==> src/rtl/fetch_unit.sv <==
// fetch_unit -- RV32I instruction fetch stage.
//
// Holds the PC and fetches one instruction at a time over a
// req/gnt/rvalid handshake. The fetched word is held on instr until the
// downstream retires it. The next PC is then computed from the retire-cycle
// control inputs and immediates.
//
// Build option: FETCH_MISALIGN_TRAP_EN
//   defined   : a misaligned next PC (target bit 1 set) redirects to
//               TRAP_VEC and misalign pulses for one cycle.
//   undefined : the next PC is loaded with bits [1:0] cleared and
//               misalign is tied low.
//
// Ports
//   clk, rst                 clock, async active-high reset
//   imem_req/addr            fetch request and address (addr == pc)
//   imem_gnt                 request accepted
//   imem_rvalid/rdata        fetched word return
//   stall                    downstream holds the current instruction
//   branch_taken, jal, jalr  retire-cycle redirect controls
//   rs1_data                 JALR base
//   i_imme, sb_imme, uj_imme sign-extended immediates
//   instr, instr_valid       current instruction word and its valid flag
//   pc, pc_plus4             address of instr and its link value
//   misalign                 one-cycle pulse on a misaligned redirect
module fetch_unit #(
    parameter logic [31:0] RESET_PC = 32'h0000_0000,
    parameter logic [31:0] TRAP_VEC = 32'h0000_0100
) (
    input  logic        clk,
    input  logic        rst,
    output logic        imem_req,
    output logic [31:0] imem_addr,
    input  logic        imem_gnt,
    input  logic        imem_rvalid,
    input  logic [31:0] imem_rdata,
    input  logic        stall,
    input  logic        branch_taken,
    input  logic        jal,
    input  logic        jalr,
    input  logic [31:0] rs1_data,
    input  logic [31:0] i_imme,
    input  logic [31:0] sb_imme,
    input  logic [31:0] uj_imme,
    output logic [31:0] instr,
    output logic        instr_valid,
    output logic [31:0] pc,
    output logic [31:0] pc_plus4,
    output logic        misalign
);

    localparam logic [31:0] NOP = 32'h0000_0013;

    typedef enum logic [1:0] {S_IDLE, S_REQ, S_WAIT, S_HOLD} state_t;

    state_t      state_q, state_d;
    logic [31:0] pc_q, pc_d;
    logic [31:0] instr_q, instr_d;
    logic [31:0] target;
    logic [31:0] next_pc;
    logic        trap_hit;

    // Redirect target, priority jalr > jal > branch > sequential.
    always_comb begin
        target = pc_q + 32'd4;
        if (jalr)              target = (rs1_data + i_imme) & ~32'h1;
        else if (jal)          target = pc_q + uj_imme;
        else if (branch_taken) target = pc_q + sb_imme;
    end

`ifdef FETCH_MISALIGN_TRAP_EN
    assign trap_hit = target[1];
    assign next_pc  = trap_hit ? TRAP_VEC : target;
`else
    logic unused_cfg;
    assign trap_hit   = 1'b0;
    assign next_pc    = {target[31:2], 2'b00};
    assign unused_cfg = ^{TRAP_VEC, target[1:0]};
`endif

    always_comb begin
        state_d = state_q;
        pc_d    = pc_q;
        instr_d = instr_q;
        case (state_q)
            S_IDLE: state_d = S_REQ;
            S_REQ:  if (imem_gnt) state_d = S_WAIT;
            S_WAIT: if (imem_rvalid) begin
                instr_d = imem_rdata;
                state_d = S_HOLD;
            end
            S_HOLD: if (!stall) begin
                pc_d    = next_pc;
                state_d = S_REQ;
            end
            default: state_d = S_IDLE;
        endcase
    end

    always_ff @(posedge clk or posedge rst) begin
        if (rst) begin
            state_q <= S_IDLE;
            pc_q    <= RESET_PC;
            instr_q <= NOP;
        end else begin
            state_q <= state_d;
            pc_q    <= pc_d;
            instr_q <= instr_d;
        end
    end

`ifdef FETCH_MISALIGN_TRAP_EN
    logic misalign_q, misalign_d;
    // Set only by the retire edge, so it self-clears one cycle later.
    assign misalign_d = (state_q == S_HOLD) && !stall && trap_hit;
    always_ff @(posedge clk or posedge rst) begin
        if (rst) misalign_q <= 1'b0;
        else     misalign_q <= misalign_d;
    end
    assign misalign = misalign_q;
`else
    assign misalign = 1'b0;
`endif

    assign imem_req    = (state_q == S_REQ);
    assign imem_addr   = pc_q;
    assign instr       = instr_q;
    assign instr_valid = (state_q == S_HOLD);
    assign pc          = pc_q;
    assign pc_plus4    = pc_q + 32'd4;

endmodule
==> config.mk <==
export PLATFORM = sky130hd
export DESIGN_NAME = fetch_unit
export DESIGN_NICKNAME = d
export VERILOG_FILES = /design/src/rtl/fetch_unit.sv
export SDC_FILE = /design/constraint.sdc
export NUM_CORES = 1
export LEC_CHECK = 0
export ABC_CLOCK_PERIOD_IN_PS = 6200
export BUFFER_PORTS_ARGS = -buffer_cell sky130_fd_sc_hd__buf_2
export CAP_MARGIN = 20
export CORE_UTILIZATION = 56
export CTS_CLUSTER_SIZE = 24
export DETAILED_ROUTE_END_ITERATION = 7
export GPL_TIMING_DRIVEN = 0
export PLACE_DENSITY = 0.91
export REMOVE_ABC_BUFFERS = 1
export SLEW_MARGIN = 10
export SYNTH_ARGS = -nofsm -noshare
export SYNTH_HDL_FRONTEND = slang
export SYNTH_SLANG_ARGS = --single-unit
==> constraint.sdc <==
create_clock -name clk -period 6.2 [get_ports clk]
set_input_delay 1.86 -clock clk [delete_from_list [all_inputs] [get_ports clk]]
set_output_delay 1.86 -clock clk [all_outputs]
set_load 0.02 [all_outputs]
Word-level counts from Yosys, hierarchy flattened:

Index checks and enable logic that the tools add are counted.

* register bits after elaboration: 64
* output and inout bits: 131
* logic and storage cells: 25
* input port bits: 168

* equality and inequality tests: 6
* bitwise gates (word level): 1
* add/sub/neg operators: 4
* mux-type cells: 7
* reductions and logical operators: 4

Operator list (number)
* $add A32 B32 Y32: 3
* $mux W32: 3
* $add A32 B3 Y32 const B: 1
* $pmux W2 S4: 1
* $mux W2: 3
* $eq A2 B2 Y1 const B: 2
* $ne A2 B2 Y1 const B: 2
* $reduce_and A2 Y1: 2
* $reduce_and A3 Y1: 1
* $eq A2 B1 Y1 const B: 1
* $logic_not A2 Y1: 1
* $ne A2 B1 Y1 const B: 1
* $not A1 Y1: 1

Longest topological paths before layout:

* depth in word-level cells: 4
* depth in mapped cells: 11
* gate-level depth less buffers: 11

Worst setup path before layout:

OpenSTA, ideal clock, no wires.

* path kind: in2reg
* from: input port sb_imme[2]
* to: register pc_q[14], in the netlist imem_addr[14]
* path buffers: 0
* arrival: 4.089 ns
* required time: 6.074 ns
* cell stages on the path: 11
* path slack: 1.985 ns
* library setup time: 0.126 ns
* cell sequence: ha_1 -> fa_1 -> a211oi_1 -> o21bai_1 -> a21oi_1 -> o21ai_0 -> a21o_1 -> a21oi_1 -> xor2_1 -> a21oi_1 -> a221o_1

* word-level cells in the longest chain between the ends: 4

Ends and longest elaborated chain
* start, declared: line 43 `input logic [31:0] sb_imme,`
* $add A32 B32 Y32: line 68 `else if (branch_taken) target = pc_q + sb_imme;`
* $mux W32: line 68
* $mux W32: line 67 `else if (jal) target = pc_q + uj_imme;`
* $mux W32: line 66 `if (jalr) target = (rs1_data + i_imme) & ~32'h1;`
* end signal, assigned: line 107 `pc_q <= pc_d;`
* end, declared: line 57 `logic [31:0] pc_q, pc_d;`

Every way passes these cells.
A chain may end at the register's enable or synchronous reset.

Worst setup path in the final report:

* from: register pc_q[5], in the netlist imem_addr[5]
* to: output port pc_plus4[20]

* word-level cells in the longest chain between the ends: 1

Ends and longest elaborated chain
* $add A32 B3 Y32: line 130 `assign pc_plus4 = pc_q + 32'd4;`
* end, declared: line 48 `output logic [31:0] pc_plus4,`

Every way passes these cells.

==> run_results.csv <==
group,metric,value,unit
critical_path,crit_fanout,10,
cells_and_area,area_growth,19.9,%
cells_and_area,fin_nets,1533,
min_path,min_path_cells,1,
synthesis,synth-async-reset-ratio,1.00,
clock_tree,cts_made_buffers,9,
placed_design,post-place-ws,1.42,ns
synthesis,syn_area_per_cell,8.03,sq um
floorplanning,io_pins,299,
synthesis,netlist_area,8250,sq um
pwr,p_total,4.92,mW
sta,finalCriticalPeriod,4.66,ns
critical_path,max_stage_delay,0.58,ns
sta,setup_viol,0,
cells_and_area,mostFrequentLayoutCells,"buf_2 (287), a21oi_1 (99), ha_1 (93), nand2_1 (85), nor2_1 (82)",
critical_path,critPathMostFrequentCell,"nor2_1",
critical_path,cp-start-kind,"register",
global_route,gr-usage-all-layers,0.333,
pwr,peakVddDrop,0.000201,V
floorplanning,core,14100,sq um
sta,slew_viol_final,0,
critical_path,reg2reg_slack,2.80,ns
global_route,grt_overflow,0,
pwr,leakagePower,4.78,nW
synthesis,seq_area_frac_synth,0.195,
floorplanning,die_h,123,microns
pwr,power_density,498,nW/um^2
synthesis,synth_edf_count,0,
sta,rsz0062_at_grt,"false",
floorplanning,start_util,0.585,
floorplanning,die_area,15200,sq um
cells_and_area,final_util,0.702,
critical_path,arrival,2.80,ns
critical_path,crit_type,"register to primary output",
critical_path,crit_chain,"nand4_1 -> or2_2 -> nor2_1 -> nand3_1 -> nor2_1 -> xor2_1 -> buf_2",
routing,routedWlPerCell,17.7,microns
critical_path,reg2reg_depth,10,
cells_and_area,layout-drive-gt1-share,0.283,
min_path,worstHoldStart,"instr[18]",
routing,viasPerCell,6.07,
placed_design,gp_congestion,0.960,
synthesis,syn_inst,1027,
run_status,status,"finished clean",
sta,slew_headroom,0.362,
floorplanning,die_x,123,microns
synthesis,synth_top_area_share,0.185,
synthesis,synth_largest_area_cell,"dfrtp_1",
min_path,whs_endpoint,"instr[18]",
critical_path,slowest_stage,"dfrtp_1",
critical_path,r2r-start,"imem_addr[2]",
placed_design,place_hpwl,20600,microns
critical_path,reg2reg_to,"imem_addr[28]",
global_route,grt_first_pass_wirelength,39200,microns
routing,antenna_left,0,
routing,vias,8834,
sta,tightest_slew,0.954,ns
synthesis,ys_types,77,
sta,fin_crit_sh,0.751,
routing,wl,25800,microns
clock_tree,clockBufferDepth,2,
floorplanning,core.rowCount,43,
cells_and_area,layout_commonest_cell,"buf_2",
clock_tree,root_buffer,"clkbuf_16",
critical_path,crit_start,"imem_addr[5]",
clock_tree,postCtsSetupRepairBufs,0,
placed_design,port_buffers,287,
min_path,hold_class,"register to register",
synthesis,synth_warnings,0,
routing,drt_iter0_markers,708,
global_route,antenna_found_initial,1,
synthesis,ys_ff_latch,64,
global_route,grt_max_degree,65,
critical_path,critPathTopFamily,"simple AND/OR/NAND/NOR gates",
synthesis,synth_ff_type,"dfrtp_1",
clock_tree,htreeDepth,3,
clock_tree,cts_tree,"yes",
clock_tree,holdBufCountCts,0,
global_route,grt_pass1_vias,7800,
clock_tree,cts_resized,0,
flow_run,maxCapViolations,0,
sta,final_hold_viol_count,0,
critical_path,crit_cells,7,
routing,drt_pass1_iterations,5,
routing,drc,0,
clock_tree,clock_sinks,64,
sta,setup_tns,0,ns
critical_path,worstPathRequired,4.34,ns
sta,max_freq,0.215,GHz
sta,finalWorstSetupSlack,1.54,ns
clock_tree,clock_latency,0.34,ns
sta,fin_worst_skew,0.0150,ns
critical_path,crit_buf_inv,1,
clock_tree,clkTransAtPathRegs,0.06,ns
synthesis,synth_area_leaders,"dfrtp_1 (19%), ha_1 (14%), xnor2_1 (6.7%)",
critical_path,cp-end-kind,"primary output",
-- routing by layer --
| metal | share of wire | wire length [microns] | track usage |
|---|---|---|---|
| met5 | 0 | 0 | 0 |
| met1 | 0.42 | 10900 | 0.438 |
| met4 | 0.033 | 840 | 0.145 |
| met2 | 0.46 | 11800 | 0.536 |
| met3 | 0.091 | 2350 | 0.0581 |
-- power breakdown --
part / leakage [nW] / internal, mW / switching (mW)
clock network: 0.148 / 0.331 / 0.188
logic: 3.88 / 1.37 / 2.07
registers: 0.756 / 0.630 / 0.335
-- how the worst max path moves through the flow --
| stage | to | slack, ns |
|---|---|---|
| finish | pc_plus4[20] | 1.54 |
| global route | pc_plus4[20] | 1.38 |
| CTS | pc_plus4[20] | 1.61 |
| detailed placement | imem_addr[28] | 1.42 |
| global placement | imem_addr[25] | 1.12 |
| floorplan | imem_addr[14] | 1.98 |
-- cell type report --
type / count / area, sq um
repair buffers: 289 / 1460
flip-flops and latches: 64 / 1610
diodes: 1 / 2.50
clock inverters: 5 / 55.1
inverters: 35 / 134
well taps: 180 / 225
clock buffers: 11 / 253
multi-input cells: 871 / 6160
fillers: 1126 / 4210
-- cells in the mapped netlist, types with 14 or more instances --
cell type,count
nor3_1,16
o211ai_1,18
xnor2_1,63
mux2_2,32
ha_1,93
a211oi_1,20
a31oi_1,15
inv_1,33
nand3_1,35
o21ai_0,63
a21o_1,34
clkbuf_1,18
xor2_1,36
buf_4,37
nor2_1,82
o21bai_1,14
a21oi_1,99
nand2_1,85
dfrtp_1,61
-- state kept, by name, indices dropped and copies added, names as in the netlist --
signal / count
instr: 32
state_q: 2
imem_addr: 30
-- logic make-up after synthesis --
logic type | Yosys count | synth area share
compound gates | 347 | 0.279
simple gates | 287 | 0.165
xor+xnor | 99 | 0.105
buf+inv | 98 | 0.0619
fa+ha+maj | 95 | 0.146
flops | 64 | 0.195
mux | 36 | 0.0486
other cells | 1 | 0.000455
-- through the flow --
stage                     hold WS (ns)  std cells  area [sq um]
after floorplan                  0.499        970          7890
after global placement           0.480       1437          9550
after detailed placement         0.489       1439          9580
after CTS                        0.500       1455          9890
after global routing             0.511       1456          9890
final                            0.496       1456          9890
Note: power is estimated with default switching activity, not from simulation.
